[config.mk]
export PLATFORM = sky130hd
export DESIGN_NAME = pi1_initiator
export DESIGN_NICKNAME = d
export VERILOG_FILES = /design/src/rtl/pi1_pkg.sv /design/src/rtl/pi1_cmdfifo.sv /design/src/rtl/pi1_initiator.sv
export SDC_FILE = /design/constraint.sdc
export NUM_CORES = 1
export LEC_CHECK = 0
export CORE_MARGIN = 10
export CORE_UTILIZATION = 40
export CTS_CLUSTER_DIAMETER = 40
export DETAILED_ROUTE_END_ITERATION = 8
export PLACE_DENSITY = 0.58
export SYNTH_ARGS = -nofsm -noshare
export SYNTH_HDL_FRONTEND = slang
export SYNTH_SLANG_ARGS = --single-unit
export TNS_END_PERCENT = 50
[constraint.sdc]
create_clock -name clk_i -period 3.08 [get_ports clk_i]
set_input_delay 0.616 -clock clk_i [delete_from_list [all_inputs] [get_ports clk_i]]
set_output_delay 0.616 -clock clk_i [all_outputs]
set_load 0.1 [all_outputs]
[src/rtl/pi1_pkg.sv]
// Shared PerInt master definitions: op codes, FSM state encodings and the command payload.
// The payload struct here is sized for the default 16-bit build; wider builds re-derive it locally.
package pi1_pkg;

  localparam int unsigned PI1_ARCHBITSZ = 16;

  // Address width for a byte-addressed bus of the given data width.
  function automatic int unsigned pi1_addrbitsz(input int unsigned archbitsz);
    return archbitsz - $clog2(archbitsz / 8);
  endfunction

  localparam int unsigned PI1_ADDRBITSZ = pi1_addrbitsz(PI1_ARCHBITSZ);
  localparam int unsigned PI1_SELBITSZ  = PI1_ARCHBITSZ / 8;

  localparam logic [1:0] PINOOP = 2'b00;
  localparam logic [1:0] PIWROP = 2'b01;
  localparam logic [1:0] PIRDOP = 2'b10;
  localparam logic [1:0] PIRWOP = 2'b11;

  localparam logic [1:0] ST_IDLE     = 2'd0;
  localparam logic [1:0] ST_ISSUE    = 2'd1;
  localparam logic [1:0] ST_WAITDATA = 2'd2;
  localparam logic [1:0] ST_RESP     = 2'd3;

  typedef struct packed {
    logic [1:0]               op;
    logic [PI1_ADDRBITSZ-1:0] addr;
    logic [PI1_ARCHBITSZ-1:0] data;
    logic [PI1_SELBITSZ-1:0]  sel;
  } pi1_cmd_t;

endpackage

[src/rtl/pi1_cmdfifo.sv]
// Synchronous first-word-fall-through FIFO of pi1 commands with full/empty flags and occupancy.
// DEPTH must be a power of two so the pointers wrap naturally.
module pi1_cmdfifo
  import pi1_pkg::*;
#(
  parameter int unsigned DEPTH = 4,
  parameter type T = pi1_cmd_t
) (
  input  logic                     clk_i,
  input  logic                     rst_i,
  input  logic                     push_i,
  input  T                         data_i,
  input  logic                     pop_i,
  output T                         data_o,
  output logic                     full_o,
  output logic                     empty_o,
  output logic [$clog2(DEPTH):0]   count_o
);

  localparam int unsigned PTRW = $clog2(DEPTH);
  localparam int unsigned CNTW = PTRW + 1;

  T                mem_q [DEPTH];
  logic [PTRW-1:0] wr_ptr_q, wr_ptr_d;
  logic [PTRW-1:0] rd_ptr_q, rd_ptr_d;
  logic [CNTW-1:0] count_q, count_d;
  logic            do_push, do_pop;

  always_comb begin
    full_o  = (count_q == CNTW'(DEPTH));
    empty_o = (count_q == '0);
    count_o = count_q;
    data_o  = mem_q[rd_ptr_q];
  end

  // Guarded handshakes: a simultaneous push and pop leaves the count unchanged.
  always_comb begin
    do_push  = push_i && !full_o;
    do_pop   = pop_i && !empty_o;
    wr_ptr_d = wr_ptr_q;
    rd_ptr_d = rd_ptr_q;
    count_d  = count_q;
    if (do_push) wr_ptr_d = wr_ptr_q + PTRW'(1);
    if (do_pop)  rd_ptr_d = rd_ptr_q + PTRW'(1);
    case ({do_push, do_pop})
      2'b10:   count_d = count_q + CNTW'(1);
      2'b01:   count_d = count_q - CNTW'(1);
      default: count_d = count_q;
    endcase
  end

  always_ff @(posedge clk_i) begin
    if (rst_i) begin
      wr_ptr_q <= '0;
      rd_ptr_q <= '0;
      count_q  <= '0;
    end else begin
      wr_ptr_q <= wr_ptr_d;
      rd_ptr_q <= rd_ptr_d;
      count_q  <= count_d;
    end
  end

  always_ff @(posedge clk_i) begin
    if (do_push) mem_q[wr_ptr_q] <= data_i;
  end

endmodule

[src/rtl/pi1_initiator.sv]
// PerInt master: queues bus commands and issues them one at a time onto a pi1 slave port.
// Optional watchdog enabled by defining PI1_INITIATOR_TIMEOUT_EN.
module pi1_initiator
  import pi1_pkg::*;
#(
  parameter  int unsigned ARCHBITSZ    = 16,
  parameter  int unsigned FIFODEPTH    = 4,
  parameter  int unsigned TIMEOUTBITSZ = 8,
  localparam int unsigned ADDRBITSZ    = pi1_addrbitsz(ARCHBITSZ),
  localparam int unsigned SELBITSZ     = ARCHBITSZ / 8
) (
  input  logic                 clk_i,
  input  logic                 rst_i,
  input  logic                 cmd_valid_i,
  output logic                 cmd_ready_o,
  input  logic [1:0]           cmd_op_i,
  input  logic [ADDRBITSZ-1:0] cmd_addr_i,
  input  logic [ARCHBITSZ-1:0] cmd_data_i,
  input  logic [SELBITSZ-1:0]  cmd_sel_i,
  output logic                 rsp_valid_o,
  input  logic                 rsp_ready_i,
  output logic [ARCHBITSZ-1:0] rsp_data_o,
  output logic                 rsp_err_o,
  output logic                 busy_o,
  output logic [1:0]           pi1_op_o,
  output logic [ADDRBITSZ-1:0] pi1_addr_o,
  output logic [ARCHBITSZ-1:0] pi1_data_o,
  output logic [SELBITSZ-1:0]  pi1_sel_o,
  input  logic [ARCHBITSZ-1:0] pi1_data_i,
  input  logic                 pi1_rdy_i
);

  if (FIFODEPTH < 2 || (FIFODEPTH & (FIFODEPTH - 1)) != 0 || TIMEOUTBITSZ == 0) begin : g_bad_params
    $error("pi1_initiator: FIFODEPTH must be a power of 2 >= 2 and TIMEOUTBITSZ >= 1");
  end

  typedef struct packed {
    logic [1:0]           op;
    logic [ADDRBITSZ-1:0] addr;
    logic [ARCHBITSZ-1:0] data;
    logic [SELBITSZ-1:0]  sel;
  } cmd_t;

  cmd_t                      push_cmd, head_cmd;
  logic                      fifo_push, fifo_pop, fifo_full, fifo_empty;
  logic [$clog2(FIFODEPTH):0] fifo_count;

  logic [1:0]           state_q, state_d;
  logic [1:0]           pi1_op_q, pi1_op_d;
  logic [ADDRBITSZ-1:0] pi1_addr_q, pi1_addr_d;
  logic [ARCHBITSZ-1:0] pi1_data_q, pi1_data_d;
  logic [SELBITSZ-1:0]  pi1_sel_q, pi1_sel_d;
  logic                 rsp_valid_q, rsp_valid_d;
  logic [ARCHBITSZ-1:0] rsp_data_q, rsp_data_d;

`ifdef PI1_INITIATOR_TIMEOUT_EN
  // The stall that brings the count to 2**TIMEOUTBITSZ-1 is the one that aborts.
  localparam logic [TIMEOUTBITSZ-1:0] TMO_LAST = {{(TIMEOUTBITSZ-1){1'b1}}, 1'b0};
  logic [TIMEOUTBITSZ-1:0] tmo_cnt_q, tmo_cnt_d;
  logic                    rsp_err_q, rsp_err_d;
`endif

  // PINOOP commands complete the handshake but are never queued.
  always_comb begin
    push_cmd.op   = cmd_op_i;
    push_cmd.addr = cmd_addr_i;
    push_cmd.data = cmd_data_i;
    push_cmd.sel  = cmd_sel_i;
    fifo_push     = cmd_valid_i && !fifo_full && (cmd_op_i != PINOOP);
  end

  pi1_cmdfifo #(
    .DEPTH (FIFODEPTH),
    .T     (cmd_t)
  ) u_cmdfifo (
    .clk_i   (clk_i),
    .rst_i   (rst_i),
    .push_i  (fifo_push),
    .data_i  (push_cmd),
    .pop_i   (fifo_pop),
    .data_o  (head_cmd),
    .full_o  (fifo_full),
    .empty_o (fifo_empty),
    .count_o (fifo_count)
  );

  always_comb begin
    state_d     = state_q;
    pi1_op_d    = pi1_op_q;
    pi1_addr_d  = pi1_addr_q;
    pi1_data_d  = pi1_data_q;
    pi1_sel_d   = pi1_sel_q;
    rsp_valid_d = rsp_valid_q;
    rsp_data_d  = rsp_data_q;
    fifo_pop    = 1'b0;
`ifdef PI1_INITIATOR_TIMEOUT_EN
    tmo_cnt_d   = tmo_cnt_q;
    rsp_err_d   = rsp_err_q;
`endif

    case (state_q)
      ST_IDLE: begin
        if (!fifo_empty) begin
          fifo_pop   = 1'b1;
          pi1_op_d   = head_cmd.op;
          pi1_addr_d = head_cmd.addr;
          pi1_data_d = head_cmd.data;
          pi1_sel_d  = head_cmd.sel;
          state_d    = ST_ISSUE;
        end
      end
      ST_ISSUE: begin
        if (pi1_rdy_i) begin
          pi1_op_d = PINOOP;
          state_d  = (pi1_op_q == PIWROP) ? ST_IDLE : ST_WAITDATA;
        end
      end
      ST_WAITDATA: begin
        if (pi1_rdy_i) begin
          rsp_data_d  = pi1_data_i;
          rsp_valid_d = 1'b1;
          state_d     = ST_RESP;
        end
      end
      ST_RESP: begin
        if (rsp_ready_i) begin
          rsp_valid_d = 1'b0;
`ifdef PI1_INITIATOR_TIMEOUT_EN
          rsp_err_d   = 1'b0;
`endif
          state_d     = ST_IDLE;
        end
      end
      default: state_d = ST_IDLE;
    endcase

`ifdef PI1_INITIATOR_TIMEOUT_EN
    // Watchdog overrides the normal transition when the slave stalls too long.
    if ((state_q == ST_ISSUE || state_q == ST_WAITDATA) && !pi1_rdy_i) begin
      if (tmo_cnt_q == TMO_LAST) begin
        pi1_op_d    = PINOOP;
        rsp_data_d  = '0;
        rsp_valid_d = 1'b1;
        rsp_err_d   = 1'b1;
        state_d     = ST_RESP;
      end else begin
        tmo_cnt_d = tmo_cnt_q + TIMEOUTBITSZ'(1);
      end
    end else if (state_d != state_q) begin
      tmo_cnt_d = '0;
    end
`endif
  end

  always_ff @(posedge clk_i) begin
    if (rst_i) begin
      state_q     <= ST_IDLE;
      pi1_op_q    <= PINOOP;
      pi1_addr_q  <= '0;
      pi1_data_q  <= '0;
      pi1_sel_q   <= '0;
      rsp_valid_q <= 1'b0;
      rsp_data_q  <= '0;
    end else begin
      state_q     <= state_d;
      pi1_op_q    <= pi1_op_d;
      pi1_addr_q  <= pi1_addr_d;
      pi1_data_q  <= pi1_data_d;
      pi1_sel_q   <= pi1_sel_d;
      rsp_valid_q <= rsp_valid_d;
      rsp_data_q  <= rsp_data_d;
    end
  end

`ifdef PI1_INITIATOR_TIMEOUT_EN
  always_ff @(posedge clk_i) begin
    if (rst_i) begin
      tmo_cnt_q <= '0;
      rsp_err_q <= 1'b0;
    end else begin
      tmo_cnt_q <= tmo_cnt_d;
      rsp_err_q <= rsp_err_d;
    end
  end

  assign rsp_err_o = rsp_err_q;
`else
  assign rsp_err_o = 1'b0;
`endif

  assign cmd_ready_o = !fifo_full;
  assign busy_o      = (fifo_count != '0) || (state_q != ST_IDLE);
  assign pi1_op_o    = pi1_op_q;
  assign pi1_addr_o  = pi1_addr_q;
  assign pi1_data_o  = pi1_data_q;
  assign pi1_sel_o   = pi1_sel_q;
  assign rsp_valid_o = rsp_valid_q;
  assign rsp_data_o  = rsp_data_q;

endmodule

Yosys cells after proc, flatten, opt, wreduce, memory -nomap -nowiden
Memories as Yosys holds them, arrays and structs flattened. A register that Yosys moved wholly into a read port is not among the register bits.
Index checks and enable logic that the tools add are counted.
Storage, ports and cells
  memory bits (writable): 140
  bits in registers: 61
  memories: 1
  logic and storage cells: 66
  output and inout port bits: 55
  bits of input ports: 56
Cells by class
  add/subtract/negate cells: 4
  bitwise operators: 1
  eq/ne operators: 11
  reductions and logical operators: 20
  multiplexer cells: 19
Memories
  u_cmdfifo.mem_q: depth 4, width 35, read ports 1, clocked after Yosys merged registers in 1, write ports 1, RTL line pi1_cmdfifo.sv:23  | T mem_q [DEPTH];
Operators by type and width (count)
  $mux 2: 9
  $reduce_bool 2->1: 5
  $ne 2x2->1 const B: 4
  $pmux 2 s4: 1
  $eq 2x1->1 const B: 3
  $eq 2x2->1 const B: 3
  $mux 1: 6
  $pmux 3 s2: 1
  $reduce_and 3->1: 2
  $add 2x1->2 const B: 2
  $logic_and 1x1->1: 4
  $pmux 2 s2: 1
  $reduce_and 2->1: 2
  $reduce_and 4->1: 1
  $add 3x1->3 const B: 1
  $eq 3x3->1 const B: 1
  $logic_not 3->1: 1
  $reduce_bool 3->1: 1
  $sub 3x1->3 const B: 1
  $logic_not 1->1: 2
  $logic_not 2->1: 1
  $pmux 1 s2: 1
  $logic_or 1x1->1: 1
  $not 1->1: 1

Longest topological paths before layout
  depth after elaboration: 7
  gate-level depth with buffers: 9
  depth with buffers taken out: 9

Hierarchy
From an unflattened synthesis, not the netlist that was laid out.
Second synthesis, totals
  cell total of the unflattened synthesis: 488
  area total of the unflattened synthesis: 7669.9 um^2
Modules (own cells, without submodules)
  pi1_cmdfifo: instances 1, area an instance 5587.9 um^2, seq. area each 4384.2 um^2, cells each 237
  pi1_initiator: instances 1, area an instance 2082.0 um^2, seq. area each 1081.0 um^2, cells each 251

Worst setup path after synthesis
Ideal clock, no wire load.
  path kind: reg2reg
  from: reg u_cmdfifo.count_q[0], in the netlist u_cmdfifo.count_o[0]
  to: mem u_cmdfifo.mem_q[0][0] (netlist bit), enable pin
  data required time: 2.684 ns
  cell stages (with the launch flop): 4
  buffers on the path: 0
  library setup time: 0.396 ns
  period minus slack after synthesis: 2.592 ns
  setup slack: 0.488 ns
  arrival: 2.196 ns
  cell sequence: dfxtp_1 -> nor3b_1 -> inv_1 -> and3_1
On the way
  word-level cells in the longest chain between the ends: 7
RTL lines
  from (decl): RTL line pi1_cmdfifo.sv:26  | logic [CNTW-1:0] count_q, count_d;
  from (signal assigned): RTL line pi1_cmdfifo.sv:60  | count_q <= count_d;
  $eq 3x3->1 *: RTL line pi1_cmdfifo.sv:30  | full_o = (count_q == CNTW'(DEPTH));
  $logic_not 1->1 *
  net cmd_ready_o: RTL line pi1_initiator.sv:15  | output logic cmd_ready_o,
  $logic_and 1x1->1 (2 in series): RTL line pi1_initiator.sv:69  | fifo_push = cmd_valid_i && !fifo_full && (cmd_op_i != PINOOP);
  $logic_and 1x1->1 *: RTL line pi1_cmdfifo.sv:38  | do_push = push_i && !full_o;
  $mux 1 *: RTL line pi1_cmdfifo.sv:65  | if (do_push) mem_q[wr_ptr_q] <= data_i;
  $mux 1 (not written as such) *: RTL line pi1_cmdfifo.sv:65
  to (decl): RTL line pi1_cmdfifo.sv:23
The timed path passes the listed nets; every way through them passes the cells marked *.

Worst setup path after layout
  from: reg u_cmdfifo.count_q[2], in the netlist u_cmdfifo.count_o[2]
  to: out cmd_ready_o
On the way
  word-level cells in the longest chain between the ends: 2
RTL lines
  $eq 3x3->1: RTL line pi1_cmdfifo.sv:30
  $logic_not 1->1: RTL line pi1_initiator.sv:191  | assign cmd_ready_o = !fifo_full;
  to (decl): RTL line pi1_initiator.sv:15
Every way passes these cells.

==> Flow_metrics.wiki <==
{| class="wikitable"
! Metric !! Value
|-
| Count of buffers from port buffering || approximately 110
|-
| Routability Congestion || about 0.74
|-
| Number of DRC markers in iteration 0 || roughly 190
|-
| Fillcell total || between 1000 and 1500
|-
| Proportion of layout cells with a drive suffix above 1 || between 20% and 30%
|-
| Antenna violations before repair || 0
|-
| Sequential share of power || ~35%
|-
| Status || complete, no violations
|-
| Launch point of the worst reg-to-reg path || u_cmdfifo.count_o[2]
|-
| Unique masters post-synth || 41
|-
| Worst hold slack after final layout || about 0.46 ns
|-
| Crit path max fanout || 7
|-
| Ant diodes || 0
|-
| Origin of the worst min-delay path || rsp_data_o[8]
|-
| Setup crit start kind || flop
|-
| Height of the die || around 160 um
|-
| Area of the core region || approximately 0.018 mm2
|-
| Achievable frequency || ~0.42 GHz
|-
| Average wire length per cell after detail routing || 19.9 um
|-
| HPWL after detailed placement || between 9000 and 10000 um
|-
| H-tree levels || 1
|-
| Final Critical Period || between 2 and 2.5 ns
|-
| Static Leak || roughly 3.4 nW
|-
| Headroom to the max-slew limit || between 30 and 40%
|-
| Sink count of the clock tree || between 200 and 250
|-
| Crit path kind || reg2out
|-
| Switch Pwr || 0.00409 W
|-
| Final core utilization || about 54%
|-
| Data arrival time of the critical path || approximately 1.8 ns
|-
| Total power of the final layout || approximately 0.011 W
|-
| Area taken by multi-input logic gates || between 0.0015 and 0.002 mm2
|-
| Sink of the worst hold path || rsp_data_o[8]
|-
| Leading area contributor after synthesis || sky130_fd_sc_hd__edfxtp_1
|-
| Synth warnings || 0
|-
| Clk network pwr share || about 31%
|-
| GRT overflow || 0
|-
| Post-synthesis to final-layout area growth || 30.0%
|-
| Area of the die || around 0.025 mm2
|-
| Number of enable flip-flop cells after synthesis || between 100 and 150
|-
| Post-synthesis async set-or-reset flop share || 0%
|-
| Post-route DRC violation count || 0
|-
| Synthesized netlist cell count || around 410
|-
| Setup-failing EPs final || 0
|-
| Later-pin clock latency in the skew report || 0.53 ns
|-
| Total CTS buffers || 30
|-
| Max Cap Violations || 0
|-
| Register area || between 0.005 and 0.006 mm2
|-
| Residual antenna-violating net count after detailed routing || 0
|-
| Switching power as a share of total power || 38.8%
|-
| Clock tree buffer depth || 3
|-
| Overall routing resource usage || between 10% and 20%
|-
| Most used DFF post-synth || sky130_fd_sc_hd__edfxtp_1
|-
| RSZ-0062 raised after global routing || no
|-
| Top library cells by usage in the layout, fill and taps aside || sky130_fd_sc_hd__edfxtp_1 (140), sky130_fd_sc_hd__buf_4 (63), sky130_fd_sc_hd__dfxtp_1 (61)
|-
| R2r endpoint || u_cmdfifo.count_o[2]
|-
| Buffer cell driving the clock tree root || sky130_fd_sc_hd__clkbuf_16
|-
| Logic pwr share || 34.2%
|-
| Post-cts repair resize count || 0
|-
| Average cell area after synthesis || 18.1 um2
|-
| Ranking of synthesized cells by area || sky130_fd_sc_hd__edfxtp_1 (56%), sky130_fd_sc_hd__dfxtp_1 (17%), sky130_fd_sc_hd__mux4_1 (6.3%)
|-
| Final slew viol count || 0
|-
| Final net count || 604
|-
| Vias || approximately 4100
|-
| Setup Buffers After CTS || 0
|-
| Crit path required time || 2.46 ns
|-
| Endpoint class of the critical path || primary output
|-
| Total standard cell area after synthesis || around 0.0075 mm2
|-
| Instance count along the most critical hold path || 2
|-
| Clk_skew || between 0.008 and 0.009 ns
|-
| Share of the cycle needed by the critical path after routing || between 70% and 80%
|-
| Hold Vio Cnt, Final || 0
|-
| Final sum of negative setup slack || 0 ns
|-
| First-pass GRT wire length || roughly 24000 um
|-
| Cts-stage hold buffer count || 0
|-
| Total Routed Length || approximately 16000 um
|-
| Post-synthesis sequential area ratio || between 70% and 80%
|-
| R2r setup slk || between 0.8 and 0.9 ns
|-
| Number of detailed-routing iterations run before antenna repair || 4
|-
| Pin count of the biggest net entering global routing || 36
|-
| Area fraction of the dominant cell type after synthesis || a little under three fifths
|-
| Ratio of total power to cell area || about 1100 mW/mm2
|-
| Commonest non-fill, non-tap cell in the layout || sky130_fd_sc_hd__edfxtp_1
|-
| Via density per instance || a little over 5
|-
| Internal power contribution || between 0.006 and 0.007 W
|-
| Overall die width || 157 um
|-
| Register bit total from synthesis || approximately 200
|-
| CTS clock-pin slew for the worst setup and hold paths || 0.05 ns
|-
| Path category of the worst min-delay check || reg2reg
|-
| Number of ports placed on the die boundary || between 100 and 150
|-
| Vias in the first global route || ~4400
|-
| Mapped Nets || around 470
|-
| Worst Max-Slew Pin Slew || 0.955 ns
|-
| Cells on worst reg2reg path || 9
|-
| Standard-cell rows || between 40 and 50
|-
| Highest ir drop seen on vdd || 807 uV
|-
| Effective utilization at floorplan || between 40 and 50%
|-
| CTS tree || yes
|}
-- area by class of cell --
class	instances	share of cell area (%)
well taps	229	2.95
clock buffers	37	8.53
flip-flops and latches	203	56.3
multi-input cells	176	18.7
inverters	9	0.348
clock inverters	19	1.79
repair buffers	122	11.4
-- per-stage QoR --
stage                     cells  cell area, um2  worst slack (ns)
after floorplan             412            7470             0.488
after global placement      739            8710             0.237
after detailed placement    739            8710             0.192
after CTS                   795            9710             0.668
after global routing        795            9710             0.499
final                       795            9710             0.688
-- worst max-delay path by stage --
stage / from / to / depth (start not counted)
6_report: u_cmdfifo.count_o[2] / cmd_ready_o / 3
5_1_grt: cmd_op_i[1] / u_cmdfifo.count_o[2] / 10
3_3_place_gp: cmd_op_i[1] / u_cmdfifo.count_o[2] / 10
3_5_place_dp: cmd_op_i[1] / u_cmdfifo.count_o[2] / 10
2_1_floorplan: u_cmdfifo.count_o[0] / u_cmdfifo.mem_q[0][0] / 3
4_1_cts: u_cmdfifo.count_o[2] / cmd_ready_o / 3
-- power by group through the flow --
stage / combinational [W] / sequential [W] / clock (W)
floorplan: 0.00129 / 0.00517 / 0
global placement: 0.00361 / 0.00368 / 0
detailed placement: 0.00364 / 0.00370 / 0
CTS: 0.00364 / 0.00365 / 0.00336
global route: 0.00377 / 0.00369 / 0.00350
finish: 0.00360 / 0.00364 / 0.00329
-- cells in the mapped netlist, types with 6 or more instances --
library cell,count
sky130_fd_sc_hd__mux4_1,18
sky130_fd_sc_hd__mux4_2,17
sky130_fd_sc_hd__dfxtp_1,63
sky130_fd_sc_hd__buf_6,7
sky130_fd_sc_hd__buf_2,6
sky130_fd_sc_hd__a21oi_1,24
sky130_fd_sc_hd__nor2_1,7
sky130_fd_sc_hd__edfxtp_1,140
sky130_fd_sc_hd__inv_1,9
sky130_fd_sc_hd__nand2_1,34
sky130_fd_sc_hd__a22o_1,14
sky130_fd_sc_hd__a22o_2,19
sky130_fd_sc_hd__clkbuf_1,6
-- worst max-delay path, cell delays in order (launching register included) --
cell and delay, ns:
sky130_fd_sc_hd__dfxtp_1 0.39, sky130_fd_sc_hd__nor3b_1 0.39, sky130_fd_sc_hd__inv_1 0.19, sky130_fd_sc_hd__buf_4 0.28
-- logic make-up (layout without fill, tap and decap cells) --
kind of cell    Yosys count  in the layout  share of synthesized area, %
fa+ha+maj                 6              6                          1.11
xor+xnor                  2              2                         0.235
mux                      35             35                          11.5
flops                   203            203                          73.2
compound gates           74             74                          7.57
other cells               1              1                        0.0502
simple gates             58             58                          3.85
buf+inv                  33            187                          2.55
-- routing by layer --
| metal | GRT usage, % | part of all wire [%] | up-vias | routed length, um |
|---|---|---|---|---|
| met5 | 0 | 0 | - | 0 |
| met4 | 3.78 | 1.8 | 0 | 278 |
| met3 | 3.81 | 8.6 | 28 | 1360 |
| met2 | 21.2 | 47 | 131 | 7510 |
| met1 | 15.3 | 42 | 2014 | 6680 |
| li1 | - | - | 1916 | - |
-- registers in the layout (all words and copies together), names as in the netlist, named ones only --
register	count
u_cmdfifo.wr_ptr_q	2
rsp_valid_o	1
pi1_sel_o	2
pi1_addr_o	15
pi1_op_o	2
u_cmdfifo.count_o	3
u_cmdfifo.rd_ptr_q	2
u_cmdfifo.mem_q	140
rsp_data_o	16
pi1_data_o	16
state_q	1
No activity file was read; power rests on OpenSTA's default activity.
